## src/rtl/cpu6_ifu_fetch.sv

```systemverilog
// cpu6_ifu_fetch: PC owner issuing in-order imem requests into an IF/ID instruction FIFO
`ifndef CPU6_XLEN
`define CPU6_XLEN 32
`endif
module cpu6_ifu_fetch #(
  parameter logic [`CPU6_XLEN-1:0] RESET_PC = '0,
  parameter int DEPTH = 2
) (
  input  logic                  clk,
  input  logic                  reset,
  output logic                  imem_req,
  output logic [`CPU6_XLEN-1:0] imem_addr,
  input  logic                  imem_ready,
  input  logic                  imem_rvalid,
  input  logic [31:0]           imem_rdata,
  input  logic                  redirect,
  input  logic [`CPU6_XLEN-1:0] redirect_pc,
  input  logic                  stallD,
  output logic                  validD,
  output logic [31:0]           instrD,
  output logic [`CPU6_XLEN-1:0] pcD
);
  localparam int XL = `CPU6_XLEN;
  localparam int CW = $clog2(DEPTH + 1);
  logic [XL-1:0] pc_q, pc_d;
  logic [CW-1:0] os_q, os_d, dc_q, dc_d, cnt_q, cnt_d, wr, tw;
  logic [31:0]   ins_q [DEPTH];
  logic [31:0]   ins_d [DEPTH];
  logic [XL-1:0] fpc_q [DEPTH];
  logic [XL-1:0] fpc_d [DEPTH];
  logic [XL-1:0] tag_q [DEPTH];
  logic [XL-1:0] tag_d [DEPTH];
  logic          cons, rv, hs, push;
  logic [CW:0]   occ;
  assign validD    = cnt_q != '0;
  assign instrD    = ins_q[0];
  assign pcD       = fpc_q[0];
  assign imem_addr = pc_q;
  // next state: entry 0 of both shift queues is the head, so decode sees flops directly
  always_comb begin
    cons     = validD & ~stallD & ~redirect;
    rv       = imem_rvalid & (os_q != '0);
    occ      = {1'b0, os_q} + {1'b0, cnt_q} - (CW+1)'(cons);
    imem_req = ~reset & ~redirect & (occ < (CW+1)'(DEPTH));
    hs       = imem_req & imem_ready;
    push     = rv & (dc_q == '0) & ~redirect;
    wr       = cnt_q - CW'(cons);
    tw       = os_q - CW'(rv);
    pc_d     = redirect ? redirect_pc : hs ? pc_q + XL'(4) : pc_q;
    os_d     = os_q + CW'(hs) - CW'(rv);
    dc_d     = redirect ? os_q - CW'(rv) : dc_q - CW'(rv & (dc_q != '0));
    cnt_d    = redirect ? '0 : cnt_q + CW'(push) - CW'(cons);
    for (int i = 0; i < DEPTH; i++) begin
      ins_d[i] = (push && wr == CW'(i)) ? imem_rdata :
                 (cons && i < DEPTH - 1) ? ins_q[(i + 1) % DEPTH] : ins_q[i];
      fpc_d[i] = (push && wr == CW'(i)) ? tag_q[0] :
                 (cons && i < DEPTH - 1) ? fpc_q[(i + 1) % DEPTH] : fpc_q[i];
      tag_d[i] = (hs && tw == CW'(i)) ? pc_q :
                 (rv && i < DEPTH - 1) ? tag_q[(i + 1) % DEPTH] : tag_q[i];
    end
  end
  // state registers
  always_ff @(posedge clk) begin
    if (reset) begin
      pc_q  <= RESET_PC;
      os_q  <= '0;
      dc_q  <= '0;
      cnt_q <= '0;
      ins_q <= '{default: '0};
      fpc_q <= '{default: '0};
      tag_q <= '{default: '0};
    end else begin
      pc_q  <= pc_d;
      os_q  <= os_d;
      dc_q  <= dc_d;
      cnt_q <= cnt_d;
      ins_q <= ins_d;
      fpc_q <= fpc_d;
      tag_q <= tag_d;
    end
  end
  // a response with nothing outstanding means the memory broke the protocol
  assert property (@(posedge clk) disable iff (reset) !(imem_rvalid && os_q == '0));
endmodule

```

## config.mk

```make
export PLATFORM = sky130hd
export DESIGN_NAME = cpu6_ifu_fetch
export DESIGN_NICKNAME = d
export VERILOG_FILES = /design/src/rtl/cpu6_ifu_fetch.sv
export SDC_FILE = /design/constraint.sdc
export NUM_CORES = 1
export LEC_CHECK = 0
export BUFFER_PORTS_ARGS = -buffer_cell sky130_fd_sc_hd__buf_2
export CAP_MARGIN = 0
export CORE_MARGIN = 2
export CORE_UTILIZATION = 56
export DETAILED_ROUTE_END_ITERATION = 16
export PLACE_DENSITY = 0.78
export RECOVER_POWER = 100
export SYNTH_ARGS = -nofsm -noshare
export SYNTH_HDL_FRONTEND = slang
export SYNTH_SLANG_ARGS = --single-unit
```

## constraint.sdc

```tcl
create_clock -name clk -period 5.39 [get_ports clk]
set_input_delay 1.078 -clock clk [delete_from_list [all_inputs] [get_ports clk]]
set_output_delay 1.078 -clock clk [all_outputs]
set_load 0.05 [all_outputs]
```

* Word-level counts from Yosys, hierarchy flattened
Cells that the tools add are included.
** Word-level totals
- Bits in registers :: 230
- Logic and storage cells :: 58
- Input port bits :: 70
- Output and inout bits :: 98
** Operators by class
- Reduce and logical (&&, ||, !) cells :: 14
- Equal/unequal tests :: 2
- Bitwise logic cells :: 12
- Add/sub/neg operators :: 10
- Multiplexer cells :: 9
- $lt $le $gt $ge :: 1
** Operators with widths (count)
- 32-bit 2-to-1 mux :: 8
- 32-bit by 3-bit adder with 32-bit output, second input constant :: 1
- 2-bit nonzero test :: 6
- 2-bit by 1-bit subtractor with 2-bit output :: 5
- 1-bit bitwise AND :: 9
- 2-bit zero test :: 3
- 2-bit by 1-bit adder with 2-bit output :: 2
- 2-bit by 1-bit equality test with 1-bit output, second input constant :: 2
- 1-bit logical AND :: 4
- 2-bit by 2-bit adder with 3-bit output :: 1
- 3-bit by 2-bit < comparator with 1-bit output, second input constant :: 1
- 1-bit inverter :: 3
- 3-bit by 1-bit subtractor with 3-bit output :: 1
- 2-bit 2-to-1 mux :: 1
- 2-bit OR reduction :: 1

* Logic depth before layout (Yosys ltp)
Gate-level depths: netlist of the first run.
- Depth in word-level cells :: 9
- Gate-level depth with buffers :: 19
- Depth with buffers taken out :: 15

* Worst setup path after synthesis of the first run
No wires, ideal clock.
- Path kind :: input to register
- Start :: input port redirect
- End :: register os_q[1]
- Buffers on the path :: 4
- Required time :: 5.262 ns
- Arrival :: 4.557 ns
- Path slack :: 0.706 ns
- Stages on the path :: 18
- Library setup time :: 0.128 ns
- Cells stage by stage :: or3_1 -> inv_1 -> clkbuf_1 -> ha_1 -> nand2b_1 -> fa_1 -> and4bb_4 -> and2_1 -> buf_2 -> inv_2 -> buf_2 -> buf_1 -> ha_1 -> inv_1 -> ha_1 -> xnor2_1 -> xnor2_1 -> nor2_1
** On the way
- Word-level cells in the longest chain between the ends :: 8
- Elaborated cells on any way between the ends :: 9
- Classes of those cells :: add/sub (3); order compare (1); bitwise (5)
** Ends and longest elaborated chain
- start: declaration :: RTL line 16 : input logic redirect,
- 1-bit inverter (*) :: RTL line 41, 44
- 1-bit bitwise AND :: RTL line 41 : cons = validD & ~stallD & ~redirect;
- 3-bit by 1-bit subtractor with 3-bit output :: RTL line 43 : occ = {1'b0, os_q} + {1'b0, cnt_q} - (CW+1)'(cons);
- 3-bit by 2-bit < comparator with 1-bit output :: RTL line 44 : imem_req = ~reset & ~redirect & (occ < (CW+1)'(DEPTH));
- 1-bit bitwise AND (*) :: RTL line 44
- 1-bit bitwise AND (*) :: RTL line 45 : hs = imem_req & imem_ready;
- 2-bit by 1-bit adder with 2-bit output (*) :: RTL line 50 : os_d = os_q + CW'(hs) - CW'(rv);
- 2-bit by 1-bit subtractor with 2-bit output (*) :: RTL line 50
- end signal: assignment :: RTL line 74 : os_q <= os_d;
- end: declaration :: RTL line 26 : logic [CW-1:0] os_q, os_d, dc_q, dc_d, cnt_q, cnt_d, wr, tw;
Every way passes the cells marked *; elsewhere a longest branch is shown, timed or not.
A chain may end at the register's enable or synchronous reset.

* Final worst setup path of the first run
- Start :: input port redirect
- End :: register tag_q[61] in the netlist's numbering
** On the way
- Word-level cells in the longest chain between the ends :: 8
- Elaborated cells on any way between the ends :: 10
- Classes of those cells :: add/sub (1); order compare (1); mux (1); bitwise (5); reduce/logical (2)
** Ends and longest elaborated chain
- 1-bit inverter (*) :: RTL line 41, 44
- 1-bit bitwise AND :: RTL line 41
- 3-bit by 1-bit subtractor with 3-bit output :: RTL line 43
- 3-bit by 2-bit < comparator with 1-bit output :: RTL line 44
- 1-bit bitwise AND (*) :: RTL line 44
- 1-bit bitwise AND (*) :: RTL line 45
- 1-bit logical AND (*) :: RTL line 58 : tag_d[i] = (hs && tw == CW'(i)) ? pc_q :
- 32-bit 2-to-1 mux or 2-bit nonzero test (tied branches)
- end signal: assignment :: RTL line 79 : tag_q <= tag_d;
- end: declaration :: RTL line 31 : logic [XL-1:0] tag_q [DEPTH];
Marks and branches as above.

==> impl_metrics.ini, run 1 <==
[die]
core_area_sq_um = 17900
dieArea_sq_um = 19300
num_rows = 49
die_y_microns = 139
die_w_microns = 139
io_pins = 168
start_util = 0.570

[placed_design]
numPortBuffers = 167
dpl.hpwl_microns = 15100
routabilityCongestion = 0.849
dpl_cell_area_sq_um = 10600

[clock_tree]
clockBufferDepth = 3
cts_buffers = 24
h-tree-depth = 1
cts_tree = done
cts.sinks = 230
ctsResizeCount = 0
cts.hold.buffers_added = 0
clk_pin_slew_ns = 0.06
clock_latency_ns = 0.52
cts-root-buf = clkbuf_16
post-cts-setup-buffers = 0

[pwr]
switching_power_uw = 1590
sequentialPowerShare = 0.427
vdd_drop_max_v = 0.000293
swShare = 0.336
power_frac_comb = 0.237
cellInternalPower_uw = 3140
p_leak_uw = 0.00409
power.density_nw_per_um2 = 424
clkPwrFrac = 0.337

[sta]
slew_headroom = -0.325
max_freq_mhz = 213
tightest_slew_ns = 1.98
slew_violations = 278
post-route-min-period_ns = 4.69
final.setup_skew_ns = 0.0194
hold_viol = 0
rsz0062_at_grt = no
setup_violations = 0
period_share = 0.869
fin_setup_tns_ns = 0

[finish]
final_net_count = 1394
layout-drive-gt1-share = 0.0964
layout_commonest_cell = nand2_1
area_delta_synth_final_pct = 9.54
final_area_sq_um = 11200
mostFrequentLayoutCells = nand2_1, dfxtp_1, nor2_1
n_antenna_cell = 0
n_fill_cell = 1599

[grt]
grt_max_degree = 93
grt_pass1_wl_microns = 39500
antenna_found_initial = 0
grt_pass1_vias = 7802
overflow = 0
grt.total_usage = 0.240

[synth]
ys_async_sr_fraction = 0
yosysTopAreaCellShare = 0.451
synth.area.top_cells = dfxtp_1, nand2_1, a311oi_1
syn-num-nets = 1352
synth_ff_type = dfxtp_1
netlist.top_cell.by_area = dfxtp_1
syn_area_per_cell_sq_um = 8.02
yosysSeqAreaShare = 0.451
netlist_instances = 1272
synth_edf_count = 0
yosysUniqueCellTypes = 53
ys_seq_elements = 230
synth_area_sq_um = 10200
ys_warn_count = 0

[critical_path]
ff2ff_path_depth = 13
startpoint_type = input port
cp.arrival_ns = 4.98
path_class = in2reg
required_ns = 5.69
cp_max_fo = 40
endpoint_kind = flip-flop

[drt]
dr_total_vias = 8768
wire_per_inst_microns = 15.6
drt_iter0_drc = 632
detail-route-antenna-nets = 0
drc = 0
viasPerCell = 5.63
drt_wl_total_microns = 24300
drtPass1Iterations = 5

[worst_hold_path]
holdPathStages = 2
hold_class = reg2reg

[run]
maxCapViolCount = 4

[status]
outcome = finished with violations
violations = capacitance limit, slew limit
## power groups by stage
stage | combinational [uW] | sequential, uW | clock [uW]
after floorplan | 941 | 2050 | 0
after global placement | 1130 | 2050 | 0
after detailed placement | 1140 | 2050 | 0
after CTS | 1160 | 2010 | 1610
after global routing | 1210 | 2040 | 1690
final | 1120 | 2020 | 1600
## worst paths after layout
check | from | endpoint | slack, ns
worst min-delay path | tag_q[1]$_SDFFE_PP0P_ | tag_q[1]$_SDFFE_PP0P_ | 0.45
worst max register to register | cnt_q[1]$_SDFF_PP0_ | tag_q[61]$_SDFFE_PP0P_ | 0.98
worst max-delay path | redirect | tag_q[61]$_SDFFE_PP0P_ | 0.70
worst min register to register | tag_q[1]$_SDFFE_PP0P_ | tag_q[1]$_SDFFE_PP0P_ | 0.45
## synthesized netlist by cell type (2+ instances only)
cell,number
nor4_1,6
nand2b_1,2
and4_1,3
nor3_2,2
a211oi_1,42
nor2_1,122
a21oi_1,107
dfxtp_1,230
and3_1,5
and2_1,9
buf_1,2
o211ai_1,3
or4_1,2
nor2b_1,2
or3_1,4
buf_4,64
a311oi_1,65
xnor2_1,20
buf_2,8
ha_1,9
o21ai_0,8
a31oi_1,13
o311ai_0,2
inv_1,14
nand2_1,341
clkbuf_1,86
xor2_1,5
buf_6,3
nand3b_1,2
nor4_2,2
o22ai_1,7
mux2i_1,34
nor3_1,11
nand4_1,6
nand3_1,13
## worst max-delay path: stages
cell and delay (ns):
buf_2 0.10, or3_2 0.48, inv_1 0.10, ha_1 0.29, nand2b_1 0.19, fa_1 0.39
xor2_1 0.21, clkbuf_1 0.19, and2_0 0.46, nand3_1 0.81, buf_12 0.47, nor2_1 0.13
a211oi_1 0.06
## stage by stage
step / util / instances / power [uW] / hold slack (ns) / worst slack, ns
floorplan: - / 1272 / 2990 / 0.436 / 0.706
global placement: 0.591 / 1517 / 3170 / 0.442 / 0.694
detailed placement: 0.591 / 1517 / 3190 / 0.447 / 0.555
CTS: 0.633 / 1557 / 4780 / 0.455 / 0.963
global route: 0.624 / 1557 / 4930 / 0.470 / 0.451
finish: 0.624 / 1557 / 4740 / 0.452 / 0.704
## metal layers
metal,wire length [microns],vias to the layer above,global-route usage
met3,1680,25,0.0304
met5,0,-,0
met2,11100,302,0.383
met4,273,0,0.0521
met1,11300,4080,0.352
li1,-,4361,-
## cell type report
cell class                 instances  area [sq um]  share of cell area
clock inverter                     6          55.1             0.00493
sequential                       230          4600               0.412
inverter                          16          60.1             0.00538
tap                              229           287              0.0256
multi-input combinational        860          4630               0.415
clock buffer                      34           699              0.0626
timing repair buffer             182           835              0.0747
## logic make-up (layout without fill, tap and decap cells)
| group | count (synthesis) | count (layout) | share of synthesized area |
|---|---|---|---|
| muxes | 35 | 35 | 0.0345 |
| adders and majority gates | 10 | 10 | 0.0130 |
| and+or+nand+nor | 538 | 538 | 0.220 |
| AOI/OAI and AO/OA | 252 | 252 | 0.163 |
| DFF | 230 | 230 | 0.451 |
| buffers and inverters | 182 | 238 | 0.0964 |
| xor gates and xnor gates | 25 | 25 | 0.0215 |
## state kept, by name, indices dropped and copies added (netlist names)
signal	count
cnt_q	2
dc_q	2
fpc_q	32
imem_addr	32
ins_q	32
instrD	32
os_q	2
pcD	32
tag_q	64
Power figures use the tool's default switching activity.
==> run 2: changes to the inputs <==
--- a/config.mk
+++ b/config.mk
@@ -10,7 +10,7 @@
 export CORE_MARGIN = 2
 export CORE_UTILIZATION = 56
 export DETAILED_ROUTE_END_ITERATION = 16
-export PLACE_DENSITY = 0.78
+export PLACE_DENSITY_LB_ADDON = 0.08
 export RECOVER_POWER = 100
 export SYNTH_ARGS = -nofsm -noshare
 export SYNTH_HDL_FRONTEND = slang
==> run 2 against run 1 <==
The run still ends with capacitance limit, slew limit left. Maximum frequency down 0.12%. Largest power group unchanged. Critical path type unchanged. Sequential cell count unchanged. Sequential power about the same. Critical path depth unchanged.
==> impl_metrics.ini, run 2 (same netlist as run 1, synthesis figures left out) <==
[clock_tree]
cts_buffers = 24
h-tree-depth = 1
ctsResizeCount = 0
clk_pin_slew_ns = 0.06
post-cts-setup-buffers = 0
cts-root-buf = clkbuf_16
clock_latency_ns = 0.52
clockBufferDepth = 3
cts.hold.buffers_added = 0
cts_tree = done
cts.sinks = 230

[pwr]
sequentialPowerShare = 0.424
switching_power_uw = 1600
power_frac_comb = 0.238
clkPwrFrac = 0.338
p_leak_uw = 0.00410
swShare = 0.337
total_power_uw = 4760
cellInternalPower_uw = 3160
vdd_drop_max_v = 0.000296
power.density_nw_per_um2 = 426

[placed_design]
dpl.hpwl_microns = 15100
numPortBuffers = 167
routabilityCongestion = 0.819

[sta]
fin_setup_tns_ns = 0
slew_violations = 108
hold_viol = 0
period_share = 0.870
max_freq_mhz = 213
slew_headroom = -0.652
rsz0062_at_grt = no
tightest_slew_ns = 2.47
final.setup_skew_ns = 0.0158
setup_violations = 0
post-route-min-period_ns = 4.69

[status]
outcome = finished with violations
violations = capacitance limit, slew limit

[critical_path]
endpoint_kind = flip-flop
path_class = in2reg
cp.arrival_ns = 5.13
startpoint_type = input port
required_ns = 5.83
cp_max_fo = 31

[die]
io_pins = 168
start_util = 0.570
dieArea_sq_um = 19300
die_w_microns = 139
core_area_sq_um = 17900
num_rows = 49
die_y_microns = 139

[finish]
mostFrequentLayoutCells = nand2_1, dfxtp_1, nor2_1
final_net_count = 1395
area_delta_synth_final_pct = 9.64
largest_reg_flops = 64
max_flop_register = tag_q
layout_commonest_cell = nand2_1
layout-drive-gt1-share = 0.0953
final_core_util = 0.625
n_antenna_cell = 0

[grt]
antenna_found_initial = 0
grt.total_usage = 0.243
grt_pass1_wl_microns = 40000
met1_usage = 0.359
busiest_layer = met2
grt_pass1_vias = 7877
use_met3 = 0.0376
grt_max_degree = 92
overflow = 0
grt_use_met2 = 0.379

[drt]
dr_total_vias = 8677
wire_per_inst_microns = 15.7
drt_wl_total_microns = 24600
drc = 0
detail-route-antenna-nets = 0
drtPass1Iterations = 4
drt_iter0_drc = 543
viasPerCell = 5.56

[run]
maxCapViolCount = 2

[worst_hold_path]
hold_class = reg2reg
## run 2: path summary, 6_finish.rpt
path	start	to	slack, ns	cells past startpoint
worst max-delay path	redirect	imem_addr[17]$_SDFFE_PP0P_	0.70	13
worst min-delay path	tag_q[28]$_SDFFE_PP0P_	tag_q[28]$_SDFFE_PP0P_	0.45	2
worst max register to register	cnt_q[1]$_SDFF_PP0_	imem_addr[17]$_SDFFE_PP0P_	0.95	13
worst min register to register	tag_q[28]$_SDFFE_PP0P_	tag_q[28]$_SDFFE_PP0P_	0.45	2
## run 2: stage by stage
| step | hold slack, ns | instance area (sq um) | std cells | setup slack, ns |
|---|---|---|---|---|
| 2_1_floorplan | 0.436 | 10200 | 1272 | 0.706 |
| 3_3_place_gp | 0.442 | 10600 | 1518 | 0.759 |
| 3_5_place_dp | 0.446 | 10600 | 1518 | 0.704 |
| 4_1_cts | 0.454 | 11400 | 1561 | 0.985 |
| 5_1_grt | 0.466 | 11200 | 1561 | 0.434 |
| 6_report | 0.453 | 11200 | 1561 | 0.699 |
## run 2: metal layers
metal / share of wire / vias to the layer above / wire, microns
li1: - / 4364 / -
met1: 0.48 / 4032 / 11900
met2: 0.44 / 252 / 10900
met3: 0.057 / 29 / 1410
met4: 0.016 / 0 / 402
met5: 0 / - / 0
## run 2: area by class of cell
type                            instances  area [sq um]
Clock buffer                           40           762
Clock inverter                          3          15.0
Fill cell                            1667          6720
Inverter                               16          60.1
Multi-Input combinational cell        860          4630
Sequential cell                       230          4600
Tap cell                              229           287
Timing Repair Buffer                  183           828
## run 2: worst max-delay path: stages
cell and delay [ns]:
clkbuf_1 0.09, or3_2 0.49, inv_1 0.09, ha_1 0.28, nand2b_1 0.18, fa_1 0.38, xor2_1 0.19, clkbuf_1 0.19
and2_0 0.50, inv_1 0.22, clkbuf_1 0.57, or4_1 0.68, a31oi_1 0.18
## run 2: power by group through the flow
| stage | Sequential (uW) | Combinational [uW] | Clock, uW |
|---|---|---|---|
| 5_1_grt | 2040 | 1230 | 1700 |
| 3_3_place_gp | 2050 | 1150 | 0 |
| 6_report | 2020 | 1130 | 1610 |
| 2_1_floorplan | 2050 | 941 | 0 |
| 3_5_place_dp | 2050 | 1160 | 0 |
| 4_1_cts | 2010 | 1170 | 1640 |
